===== config.mk =====
export PLATFORM = sky130hd
export DESIGN_NAME = phase_sequencer_flat
export DESIGN_NICKNAME = d
export VERILOG_FILES = /design/src/rtl/phase_sequencer_if.sv /design/src/rtl/phase_sequencer.sv /design/src/flat_wrapper.sv
export SDC_FILE = /design/constraint.sdc
export NUM_CORES = 1
export LEC_CHECK = 0
export CORE_ASPECT_RATIO = 0.75
export CORE_MARGIN = 5
export CORE_UTILIZATION = 46
export DETAILED_ROUTE_END_ITERATION = 10
export PLACE_DENSITY = 0.85
export SLEW_MARGIN = 10
export SYNTH_ARGS = -nofsm -noshare
export SYNTH_HDL_FRONTEND = slang
export SYNTH_SLANG_ARGS = --single-unit

===== constraint.sdc =====
create_clock -name Cin -period 1.9 [get_ports Cin]
set_input_delay 0.285 -clock Cin [delete_from_list [all_inputs] [get_ports Cin]]
set_output_delay 0.285 -clock Cin [all_outputs]
set_load 0.05 [all_outputs]

===== src/rtl/phase_sequencer_if.sv =====
// Control and status bundle for phase_sequencer: sequencing controls in,
// registered phase/cycle status out.
interface phase_sequencer_if #(
    parameter int NUM_PHASES = 3,
    parameter int CYCLE_W    = 16
);
    localparam int IDX_W = (NUM_PHASES > 1) ? $clog2(NUM_PHASES) : 1;

    // No valid/ready pairs here: every control is a level sampled on each
    // rising Cin, and every status output is a flop that is valid each cycle.
    logic                  Advance;
    logic                  Mode;
    logic                  Step;
    logic                  Halt_Req;
    logic                  Resume;
    logic [NUM_PHASES-1:0] Phase_Out;
    logic [IDX_W-1:0]      Phase_Idx;
    logic                  Cycle_Start;
    logic [CYCLE_W-1:0]    Cycle_Count;
    logic                  Halted;

    modport master (
        output Advance, Mode, Step, Halt_Req, Resume,
        input  Phase_Out, Phase_Idx, Cycle_Start, Cycle_Count, Halted
    );

    modport slave (
        input  Advance, Mode, Step, Halt_Req, Resume,
        output Phase_Out, Phase_Idx, Cycle_Start, Cycle_Count, Halted
    );
endinterface


===== src/rtl/phase_sequencer.sv =====
// One-hot phase sequencer with free-run / single-step advance, a completed-
// cycle counter and a halt-at-wrap / resume control FSM.
module phase_sequencer #(
    parameter int NUM_PHASES = 3,
    parameter int CYCLE_W    = 16
) (
    input  logic                 Cin,
    input  logic                 Reset,
    phase_sequencer_if.slave     bus,
    output logic                 state_dbg
);
    localparam int IDX_W = (NUM_PHASES > 1) ? $clog2(NUM_PHASES) : 1;
    localparam logic [IDX_W-1:0] LAST_IDX = IDX_W'(NUM_PHASES - 1);

    typedef enum logic {
        RUN    = 1'b0,
        HALTED = 1'b1
    } state_t;

    state_t                state_q, state_d;
    logic                  step_d_q, step_d_d;
    logic [IDX_W-1:0]      phase_idx_q, phase_idx_d;
    logic [NUM_PHASES-1:0] phase_out_q, phase_out_d;
    logic [CYCLE_W-1:0]    cycle_count_q, cycle_count_d;
    logic                  cycle_start_q, cycle_start_d;

    logic step_edge;
    logic adv;
    logic wrap;

    always_ff @(posedge Cin or posedge Reset) begin
        if (Reset) begin
            state_q       <= RUN;
            step_d_q      <= 1'b0;
            phase_idx_q   <= '0;
            phase_out_q   <= NUM_PHASES'(1);
            cycle_count_q <= '0;
            cycle_start_q <= 1'b0;
        end else begin
            state_q       <= state_d;
            step_d_q      <= step_d_d;
            phase_idx_q   <= phase_idx_d;
            phase_out_q   <= phase_out_d;
            cycle_count_q <= cycle_count_d;
            cycle_start_q <= cycle_start_d;
        end
    end

    always_comb begin
        state_d       = state_q;
        step_d_d      = bus.Step;
        phase_idx_d   = phase_idx_q;
        phase_out_d   = phase_out_q;
        cycle_count_d = cycle_count_q;
        cycle_start_d = 1'b0;

        // Step edges seen in free-run or while halted are simply dropped.
        step_edge = bus.Step & ~step_d_q;
        adv       = (state_q == RUN) &
                    ((~bus.Mode & bus.Advance) | (bus.Mode & step_edge));
        wrap      = adv & (phase_idx_q == LAST_IDX);

        if (adv) begin
            phase_idx_d = wrap ? '0 : phase_idx_q + IDX_W'(1);
            phase_out_d = {phase_out_q[NUM_PHASES-2:0], phase_out_q[NUM_PHASES-1]};
        end

        if (wrap) begin
            cycle_count_d = cycle_count_q + CYCLE_W'(1);
            cycle_start_d = 1'b1;
        end

        unique case (state_q)
            RUN:     if (wrap && bus.Halt_Req) state_d = HALTED;
            HALTED:  if (bus.Resume)           state_d = RUN;
            default: state_d = RUN;
        endcase
    end

    assign bus.Phase_Out   = phase_out_q;
    assign bus.Phase_Idx   = phase_idx_q;
    assign bus.Cycle_Start = cycle_start_q;
    assign bus.Cycle_Count = cycle_count_q;
    assign bus.Halted      = (state_q == HALTED);
    assign state_dbg       = state_q;
endmodule


===== src/flat_wrapper.sv =====
// flat-port wrapper written by rule: the top's interface ports become plain ports
module phase_sequencer_flat 
#(
    parameter int NUM_PHASES = 3,
    parameter int CYCLE_W    = 16
)
  (Cin, Reset, state_dbg, bus_Advance, bus_Mode, bus_Step, bus_Halt_Req, bus_Resume, bus_Phase_Out, bus_Phase_Idx, bus_Cycle_Start, bus_Cycle_Count, bus_Halted);
  phase_sequencer_if #(.NUM_PHASES(NUM_PHASES), .CYCLE_W(CYCLE_W)) bus_i ();
  input  logic Cin;
  input  logic Reset;
  output logic state_dbg;
  input wire logic [$bits(bus_i.Advance)-1:0] bus_Advance;
  input wire logic [$bits(bus_i.Mode)-1:0] bus_Mode;
  input wire logic [$bits(bus_i.Step)-1:0] bus_Step;
  input wire logic [$bits(bus_i.Halt_Req)-1:0] bus_Halt_Req;
  input wire logic [$bits(bus_i.Resume)-1:0] bus_Resume;
  output wire logic [$bits(bus_i.Phase_Out)-1:0] bus_Phase_Out;
  output wire logic [$bits(bus_i.Phase_Idx)-1:0] bus_Phase_Idx;
  output wire logic [$bits(bus_i.Cycle_Start)-1:0] bus_Cycle_Start;
  output wire logic [$bits(bus_i.Cycle_Count)-1:0] bus_Cycle_Count;
  output wire logic [$bits(bus_i.Halted)-1:0] bus_Halted;
  assign bus_i.Advance = bus_Advance;
  assign bus_i.Mode = bus_Mode;
  assign bus_i.Step = bus_Step;
  assign bus_i.Halt_Req = bus_Halt_Req;
  assign bus_i.Resume = bus_Resume;
  assign bus_Phase_Out = bus_i.Phase_Out;
  assign bus_Phase_Idx = bus_i.Phase_Idx;
  assign bus_Cycle_Start = bus_i.Cycle_Start;
  assign bus_Cycle_Count = bus_i.Cycle_Count;
  assign bus_Halted = bus_i.Halted;
  phase_sequencer #(.NUM_PHASES(NUM_PHASES), .CYCLE_W(CYCLE_W)) u_core (.Cin(Cin), .Reset(Reset), .bus(bus_i), .state_dbg(state_dbg));
endmodule

# Word level (Yosys, flattened, before mapping)
# Cells that the tools add are included.
word_totals:
  ff_bits: 24
  in_bits: 7
  out_inout_bits: 24
  wordCells: 24
classes:
  add_sub_neg: 2
  n_eq_ne: 1
  muxes: 5
  n_bitwise: 9
  reduce_logical: 1
ops:
  columns: ["cell", "n"]
  rows:
  - ["$add A16 B1 Y16 const B", 1]
  - ["$and A1 B1 Y1", 5]
  - ["$mux W1", 3]
  - ["$not A1 Y1", 3]
  - ["$add A2 B1 Y2 const B", 1]
  - ["$eq A2 B2 Y1 const B", 1]
  - ["$mux W2", 1]
  - ["$pmux W1 S2", 1]
  - ["$logic_and A1 B1 Y1", 1]
  - ["$or A1 B1 Y1", 1]

# Longest topological paths before layout
# Gate-level depths: netlist of run 1.
logic_depth:
  ltp_word: 9
  depth_mapped: 7
  depth_no_buf: 6

# Worst setup path before layout of run 1
# OpenSTA, ideal clock, no wires.
synth_path:
  path_kind: "flip-flop to flip-flop"
  startpoint: "register u_core.phase_idx_q[1], in the netlist u_core.bus.Phase_Idx[1]"
  endpoint: "register u_core.cycle_count_q[11], in the netlist u_core.bus.Cycle_Count[11]"
  setup_ns: 0.141
  t_arrival_ns: 1.617
  required_ns: 1.759
  slack_ns: 0.141
  path_stages_with_launch: 6
  path_buffers: 0
  period_less_slack_ns: 1.759
  path_cell_list: "dfrtp_1 ha_1 nand2b_1 a211oi_4 nand4_1 xnor2_1"
synth_between:
  elab_chain_cells: 2
synth_lines:
  columns: ["element", "line_no", "source"]
  rows:
  - ["start: declaration", "phase_sequencer.sv:22", "logic [IDX_W-1:0] phase_idx_q, phase_idx_d;"]
  - ["start signal: assignment", "phase_sequencer.sv:42", "phase_idx_q <= phase_idx_d;"]
  - ["$eq A2 B2 Y1", "phase_sequencer.sv:61", "wrap = adv & (phase_idx_q == LAST_IDX);"]
  - ["$and A1 B1 Y1", "phase_sequencer.sv:61", null]
  - ["end signal: assignment", "phase_sequencer.sv:44", "cycle_count_q <= cycle_count_d;"]
  - ["end: declaration", "phase_sequencer.sv:24", "logic [CYCLE_W-1:0] cycle_count_q, cycle_count_d;"]
# No other way between the ends.
# A chain may end at the register's enable or synchronous reset.

# Final worst setup path of run 1
layout_path:
  startpoint: "register u_core.phase_idx_q[0], in the netlist u_core.bus.Phase_Idx[0]"
  endpoint: "output port bus_Phase_Idx[0]"
layout_rtl:
  columns: ["element", "line_no", "source"]
  rows:
  - ["end: declaration", "flat_wrapper.sv:18", "output wire logic [$bits(bus_i.Phase_Idx)-1:0] bus_Phase_Idx;"]
# No word-level cell between the ends.

==> summary by stage, run 1 <==
Detailed routing
In this run the remaining antenna-violating nets after routing total 0. The first TritonRoute pass finished after 4 iterations. In the routed layout, each cell is associated on average with a via count of ~5.0. The first routing iteration left 18 violations. The number of DRC violations after detailed routing is 0. The detailed-route wire length is 2270 microns.

The via count is 769. In the final routed layout, each cell accounts on average for 14.7 microns.

Floorplan
The height of the chip is 52.2 microns. The die covers ~3500 sq um. The die is 66.2 microns wide. The floorplan has 15 rows. The initial utilization of the core area, before any placement, comes to 47.6%.

The core region is 2290 sq um. The number of placed I/O pins is 31.

Synth
The cell with the most instances after synthesis is dfrtp_1. The Yosys step of the flow raised 0 warnings. The number of synthesized flops with an enable pin is 0. The average footprint of a synthesized cell is 12.5 sq um.

The flip-flop cell with the highest count after synthesis is dfrtp_1. The simple-gate share of the synthesized area is 17.5%. The multiplexer fraction of the synthesized cell area is 5.17%.

Of the synthesized area, sequential elements account for 55.2%. The post-synthesis net count is 96. The number of register bits inferred by synthesis is 24. The post-synthesis cell type count is 24. The number of cells produced by synthesis is 87. Summing every instance area after synthesis gives 1090 sq um. Ranked by instance count, the synthesized netlist is headed by dfrtp_1, xnor2_1, nand2_1, nand3_1, nand4_1. After synthesis, the largest family of logic cells by area is simple AND/OR/NAND/NOR gates. Of all flip-flops after synthesis, the portion carrying an async set or reset was 100%.

The adder and majority gate portion of the synthesized area is 2.30%. The synthesized netlist devotes 4.36% of its cell area to compound gates. The cell taking the most area after synthesis is dfrtp_1.

Yosys attributes the largest share of cell area to dfrtp_1, xnor2_1, mux2_2. The top-area cell type share of the netlist area is between 50 and 60%. The synthesized-area fraction occupied by xor and xnor cells is between 10% and 20%.

Layout
The fraction of final layout cells with drive strength greater than 1 is approximately 18%. Once layout is complete, the utilization of the core stands at 65.4%. The number of cells in the finished layout apart from fillers is 155. From synthesis to final layout, the design area changed by 37.3%. The number of inserted diodes is 0. In the final design database the tool counted 131 nets.

Worst setup path
Walking the worst path, the cells encountered are clkdlybuf4s50_1. The kind of critical path is reg -> out. The required arrival time at the worst endpoint is 1.62 ns. The setup check on the worst reg-to-reg path leaves a slack of ~0.24 ns. The arrival time reported for the critical path endpoint is around 1.5 ns. The nature of the critical path startpoint is a register. The kind of capture point of the worst setup path is a primary output. Along the worst path, the maximum fanout reaches 3.

For this run, the slowest stage of the critical path takes 0.81 ns. The worst setup path startpoint is u_core.bus.Phase_Idx[0]$_DFFE_PP0P_. The worst register-to-register path begins at u_core.bus.Phase_Idx[0]$_DFFE_PP0P_. Together, buffers and inverters on the worst path number 1.

The largest individual stage delay along the critical path comes from the cell clkdlybuf4s50_1. The cell type group with the largest total delay on the critical path is buffers and inverters.

Power
The static power due to leakage is 0.856 nW. The worst-case vdd ir drop is 0.00117 V. Power spread over the standard cell area amounts to around 1100 nW/um^2.

Timing
The worst pin sits at a relative slew slack of between 60% and 70%. The number of pins exceeding their max-slew limit in the final report is 0. Setup repair after global routing left no endpoint under its margin. On the final layout, the worst hold slack is roughly 0.21 ns. The clock skew after layout is 0.0194 ns. For the pin with the worst max-slew slack, the measured transition is 0.511 ns.

Setup violations remaining at the end of the flow were counted as 0. The worst path meets setup with 0.0715 ns of slack. Static timing analysis puts the maximum clock frequency at 0.547 GHz.

The final hold violation count was 0. The total negative slack for setup checks is 0 ns. The clock period minus worst slack is approximately 1.8 ns.

The period utilization is 96.2%.

Place
The total of buffers placed on input and output ports is 30. The final HPWL from detailed placement is between 1500 and 2000 microns. The number of cells in the design after placement is 151.

Prior to clock tree synthesis, the placed netlist has a worst setup slack of 0.118 ns. The global placement routability congestion is 0.823.

Clocking
Clock-pin slew was measured on the worst setup and hold paths at around 0.14 ns. The buffer type at the clock tree root is clkbuf_4. The clock insertion delay at the later pin of the skew report is ~0.32 ns. Counting along the longest clock path gives a buffer depth of 2. TritonCTS built the clock tree. The number of buffers added to fix hold violations after cts is 0. The depth of the CTS H-tree is 1. In this run, CTS created clock tree buffers numbering 3.

Counting every sink on the clock net gives 24.

Global routing
The final global-route overflow total is 0. The global-route wire length before repair is 3800 microns. Across every metal layer, demand over resource in global routing totals 14.7%.

The via count of the first global-routing pass is 789. The pin count of the biggest net entering global routing is 16. The number of antenna violations at the first check in global routing is 0.

Run status
The flow ran to the end, and the final reports show no timing, DRC or antenna violations.

Min path
The min-delay analysis places its worst path in the category in -> async.

Job
Across the run, the number of max-cap violations was 0.
[worst paths after layout]
check,end,cells after the start
setup reg to reg,u_core.bus.Cycle_Count[11]$_DFFE_PP0N_,6
hold reg to reg,u_core.bus.Cycle_Count[15]$_DFFE_PP0N_,1
min in group Cin,u_core.step_d_q$_DFF_PP0_,1
setup / recovery,bus_Phase_Idx[0],1
max in group asynchronous,u_core.bus.Cycle_Count[9]$_DFFE_PP0N_,3
hold / removal,u_core.bus.Cycle_Count[2]$_DFFE_PP0N_,2
[cell usage in the layout (no fill, tap or decap), drive strengths merged, types with 3 or more instances in the layout]
master | Yosys | routed
inv | 3 | 3
clkdlybuf4s50 | 0 | 13
mux2 | 5 | 5
dlymetal6s2s | 0 | 11
nand3 | 6 | 6
clkbuf | 0 | 3
nor2 | 4 | 4
nand2 | 7 | 7
nand4 | 5 | 5
buf | 2 | 6
and3 | 3 | 3
xor2 | 3 | 3
and4 | 3 | 3
xnor2 | 12 | 12
dfrtp | 23 | 23
[report_power, final]
group	leakage, nW	internal (W)	switching (W)
sequential	0.320	0.000579	0.0000994
combinational	0.508	0.000199	0.000394
clock	0.0279	0.000213	0.000155
[flip-flops by register name, summed over array words and instances, names as in the netlist]
name and flops:
u_core.step_d_q 1, u_core.bus.Halted 1, u_core.bus.Phase_Idx 2, u_core.bus.Cycle_Start 1
u_core.bus.Cycle_Count 16, u_core.bus.Phase_Out 3
[kinds of logic after synthesis]
group,count (synthesis)
fa+ha+maj,2
flops,24
mux,5
compound gates,5
xor+xnor,15
buf+inv,5
simple gates,31
[per-stage QoR]
stage,power (W),area (sq um)
after detailed placement,0.00128,1420
after floorplan,0.00108,1090
final,0.00164,1500
after global placement,0.00126,1420
after CTS,0.00165,1470
after global routing,0.00171,1500
[layer usage]
layer | routed length [microns] | share of wire (%) | vias to the layer above | global-route usage, %
met5 | 0 | 0 | - | 0
met4 | 14 | 0.62 | 0 | 3.72
met3 | 158 | 7.0 | 2 | 5.62
met2 | 1120 | 49 | 23 | 23.7
met1 | 985 | 43 | 378 | 18.7
li1 | - | - | 366 | -
[area by class of cell]
| cell class | count | area [sq um] |
|---|---|---|
| Clock buffer | 3 | 22.5 |
| Clock inverter | 1 | 30.0 |
| Fill cell | 196 | 793 |
| Inverter | 3 | 11.3 |
| Multi-Input combinational cell | 58 | 458 |
| Sequential cell | 24 | 602 |
| Tap cell | 34 | 42.5 |
| Timing Repair Buffer | 32 | 330 |
[repair_timing]
item                                    CTS  global route
setup buffers                             0             0
cloned                                    0             0
endpoints found under the setup margin    2            11
resized for setup                         2            11
[worst register-to-register path, cell delays in order, from the launching register on]
cell and delay [ns]:
dfrtp_1 0.43, inv_1 0.08, ha_1 0.20, nand2b_1 0.13, a211oi_4 0.36, nand4_1 0.18, xnor2_1 0.15
Note: power is estimated with default switching activity, not from simulation.
==> run 2: changes to the inputs <==
Settings changed: ABC_AREA set to 1, CORE_UTILIZATION 46 to 49, CTS_CLUSTER_SIZE set to 24, PLACE_DENSITY 0.85 to unset, PLACE_DENSITY_LB_ADDON set to 0.3.
==> run 2 against run 1 <==
- sequential share of layout area decreased by 4.9 points
- highest routed layer unchanged
- critical endpoint unchanged
- synthesized cell count up 76%
- utilization grew 0.13 points
==> summary by stage, run 2 <==
Timing
The clock skew after layout is 0.00725 ns (-0.0121 ns). The period utilization came to 95.7% (-0.58 points). The max-slew headroom at the worst pin is 66.2% (+0.39 points). The total negative slack for setup checks is 0 ns (unchanged). The clock period minus worst slack was 1.82 ns (-0.0110 ns). The transition time at the pin with the least slew margin is 0.506 ns (-0.00582 ns).

The final hold violation count is 0 (unchanged). The setup-violating endpoint count in the final report is 0 (unchanged). The number of pins exceeding their max-slew limit in the final report came to 0 (unchanged).

Setup repair after global routing left no endpoint under its margin. The final worst hold slack came to 0.306 ns (+0.0994 ns). The timing-limited maximum frequency is 0.550 GHz (+0.60%).

Worst setup path
The largest individual stage delay along the critical path comes from the cell clkdlybuf4s50_1. The buffer and inverter count on the worst path came to 1 (unchanged). The kind of critical path is reg -> out.

STA classifies the critical path endpoint as a primary output. The highest cell delay on the worst timing path is 0.81 ns (about the same). The cell type group with the largest total delay on the critical path is buffers and inverters. The biggest fanout along the worst timing path came to 4 (+1). The arrival time reported for the critical path endpoint came to 1.53 ns (about the same). The required arrival time at the worst endpoint is 1.62 ns (about the same). The nature of the critical path startpoint is a register. The critical path goes through clkdlybuf4s50_1.

Synth
The average footprint of a synthesized cell is 8.65 sq um (-31%). The proportion of synthesized chip area in sequential cells is 45.5% (-9.8 points). Ranked by total cell area, the synthesized netlist is headed by dfrtp_1, nand2_1, inv_1.

The top-area cell type share of the netlist area is 43.5% (-9.3 points). The async set-reset flop share out of synthesis is 100% (unchanged). For this run, the leading register cell type out of synthesis is dfrtp_1.

The number of synthesized flops with an enable pin is 0 (unchanged). The post-synthesis net count was 162 (+69%). In the synthesized netlist, the cells that appear most often are nand2_1, dfrtp_1, inv_1, o21ai_1, nor2_1. Of all cell types, the one taking the most synthesized area is dfrtp_1.

The number of register bits inferred by synthesis is 24 (unchanged). The number of cells produced by synthesis is 153 (+76%). The combined area of all synthesized cells is 1320 sq um (+21%). The post-synthesis cell type count is 24 (unchanged). The Yosys warning count is 0 (unchanged). Among all cell types in the netlist, the one instantiated most often is nand2_1.

Job
The number of max-cap violations is 0 (unchanged).

Layout
The fraction of final layout cells with drive strength greater than 1 is 15.7% (-2.5 points). The library cells used most frequently in the layout, excluding fill and tap cells, are nand2_1, dfrtp_1, inv_1, clkdlybuf4s50_1, o21ai_1. The layout net count is 195 (+49%).

The number of inserted diodes is 0 (unchanged). The number of flip-flops in the largest register was 16 (unchanged). The number of inserted filler cells in the final layout was 219 (+12%). Relative to the synthesized area, the layout overhead comes to 28.7%. The most frequent standard cell in the layout excluding fill and tap cells is nand2_1.

Clocking
The clock insertion delay at the later pin of the skew report was 0.32 ns (about the same). The clock sink total came to 24 (unchanged). The clock slew seen by the registers of the worst setup and hold paths is 0.14 ns (about the same). The clock tree buffer depth is 2 (unchanged).

TritonCTS built the clock tree. The total CTS buffers is 3 (unchanged). In this run the clock root is driven by a clkbuf_4. The depth of the CTS H-tree was 1 (unchanged). The post-CTS setup buffer count came to 0 (unchanged).

Floorplan
The number of cell rows is 16 (+1). The number of placed I/O pins is 31 (unchanged). The die outline width is 70.0 microns (+5.8%). The core footprint is 2600 sq um (+14%). The die area came to 3850 sq um (+12%). The height of the chip is 55.0 microns (+5.5%).

The starting density of the core is 50.9% (+3.3 points).

Detailed routing
The number of DRC markers in iteration 0 was 71 (+53). The number of search-and-repair iterations in the first detailed-routing pass was 4 (unchanged). The via count is 1,079 (+40%). The post-detailed-route count of antenna-violating nets came to 0 (unchanged). The average wire length per cell after detail routing came to 11.8 microns (-19%). The via-per-instance ratio came to 4.88 (-1.6%). The number of DRC violations after detailed routing is 0 (unchanged).

The detailed-route wire length is 2620 microns (+15%).

Run status
The flow ran to the end, and the final reports show no timing, DRC or antenna violations.

Global routing
The final global-route overflow total is 0 (unchanged). The global router's overall resource usage came to 15.1% (+0.38 points). The number of antenna violations at the first check in global routing is 0 (unchanged). The via count of the first global-routing pass is 1,008 (+28%). The global-route wire length before repair is 4530 microns (+19%).

The pin count of the biggest net entering global routing is 25 (+9).

Power
The static power due to leakage is 0.960 nW (+12%). The worst-case vdd ir drop is 0.00105 V (-11%). The total power divided by cell area is 1160 nW/um^2 (+5.9%).

Min path
The worst hold path belongs to the class in -> async.

Place
The total of buffers placed on input and output ports came to 30 (unchanged). The final HPWL from detailed placement came to 1960 microns (+18%). The global placement routability congestion is 0.796 (-3.3%).
==> run 2: cell types whose count changed after synthesis, moves of 3 or more <==
cell,delta
and3_1,-3
inv_1,+16
mux2_2,-4
nand2_1,+39
nand3_4,+3
nor2_1,+5
nor2_2,+4
nor2_8,+3
o21ai_1,+11
xnor2_1,-10
==> run 2: logic make-up after synthesis <==
logic type / Yosys count / share of synthesized area [%]
compound gates: 15 / 5.86
xor+xnor: 4 / 2.65
fa+ha+maj: 2 / 1.89
buf+inv: 24 / 7.94
flops: 24 / 45.5
simple gates: 84 / 36.2
==> run 2: stage by stage <==
step	instances	cell area, sq um	total power (W)	setup slack, ns	util [%]
3_5_place_dp	217	1640	0.00164	0.271	62.9
4_1_cts	221	1680	0.00201	0.00367	64.7
3_3_place_gp	217	1640	0.00161	0.303	62.9
6_report	221	1700	0.00198	0.0825	65.5
5_1_grt	221	1700	0.00209	0.00502	65.5
2_1_floorplan	153	1320	0.00138	0.222	-
==> run 2: power by group <==
group	total, W	switching (W)	leakage (nW)	internal [W]
Sequential	0.000714	0.0000985	0.319	0.000615
Combinational	0.000894	0.000617	0.613	0.000277
Clock	0.000369	0.000155	0.0279	0.000213
Total	0.00198	0.000871	0.960	0.00111
==> run 2: what timing repair did <==
item / 4_1_cts / 5_1_grt
hold buffers: 0 / 0
endpoints found under the setup margin: 5 / 8
gates resized for setup: 5 / 8
gates cloned: 0 / 0
==> run 2: worst paths after layout <==
path | slack, ns | endpoint | startpoint | depth (start not counted)
hold / removal | 0.31 | u_core.step_d_q$_DFF_PP0_ | Reset | 3
setup reg to reg | 0.49 | u_core.bus.Cycle_Count[14]$_DFFE_PP0N_ | u_core.bus.Cycle_Count[1]$_DFFE_PP0N_ | 6
setup / recovery | 0.08 | bus_Phase_Idx[0] | u_core.bus.Phase_Idx[0]$_DFFE_PP0P_ | 1
max in group asynchronous | 1.30 | u_core.bus.Phase_Out[0]$_DFFE_PP1P_ | Reset | 3
min in group Cin | 0.42 | u_core.step_d_q$_DFF_PP0_ | bus_Step | 1
hold reg to reg | 0.52 | u_core.bus.Phase_Out[1]$_DFFE_PP0P_ | u_core.bus.Phase_Out[0]$_DFFE_PP1P_ | 2
==> run 2: area by class of cell <==
type	count	area [sq um]	share of cell area, %
Clock buffer	3	22.5	1.32
Clock inverter	1	30.0	1.76
Inverter	21	78.8	4.63
Multi-Input combinational cell	105	617	36.2
Sequential cell	24	602	35.3
Tap cell	36	45.0	2.64
Timing Repair Buffer	31	309	18.1
==> run 2: metal layers <==
layer | vias up | track usage, % | part of all wire (%)
li1 | 547 | - | -
met3 | 2 | 5.23 | 6.1
met2 | 27 | 27.6 | 47
met4 | 0 | 2.87 | 0.50
met1 | 503 | 17.9 | 46
met5 | - | 0 | 0
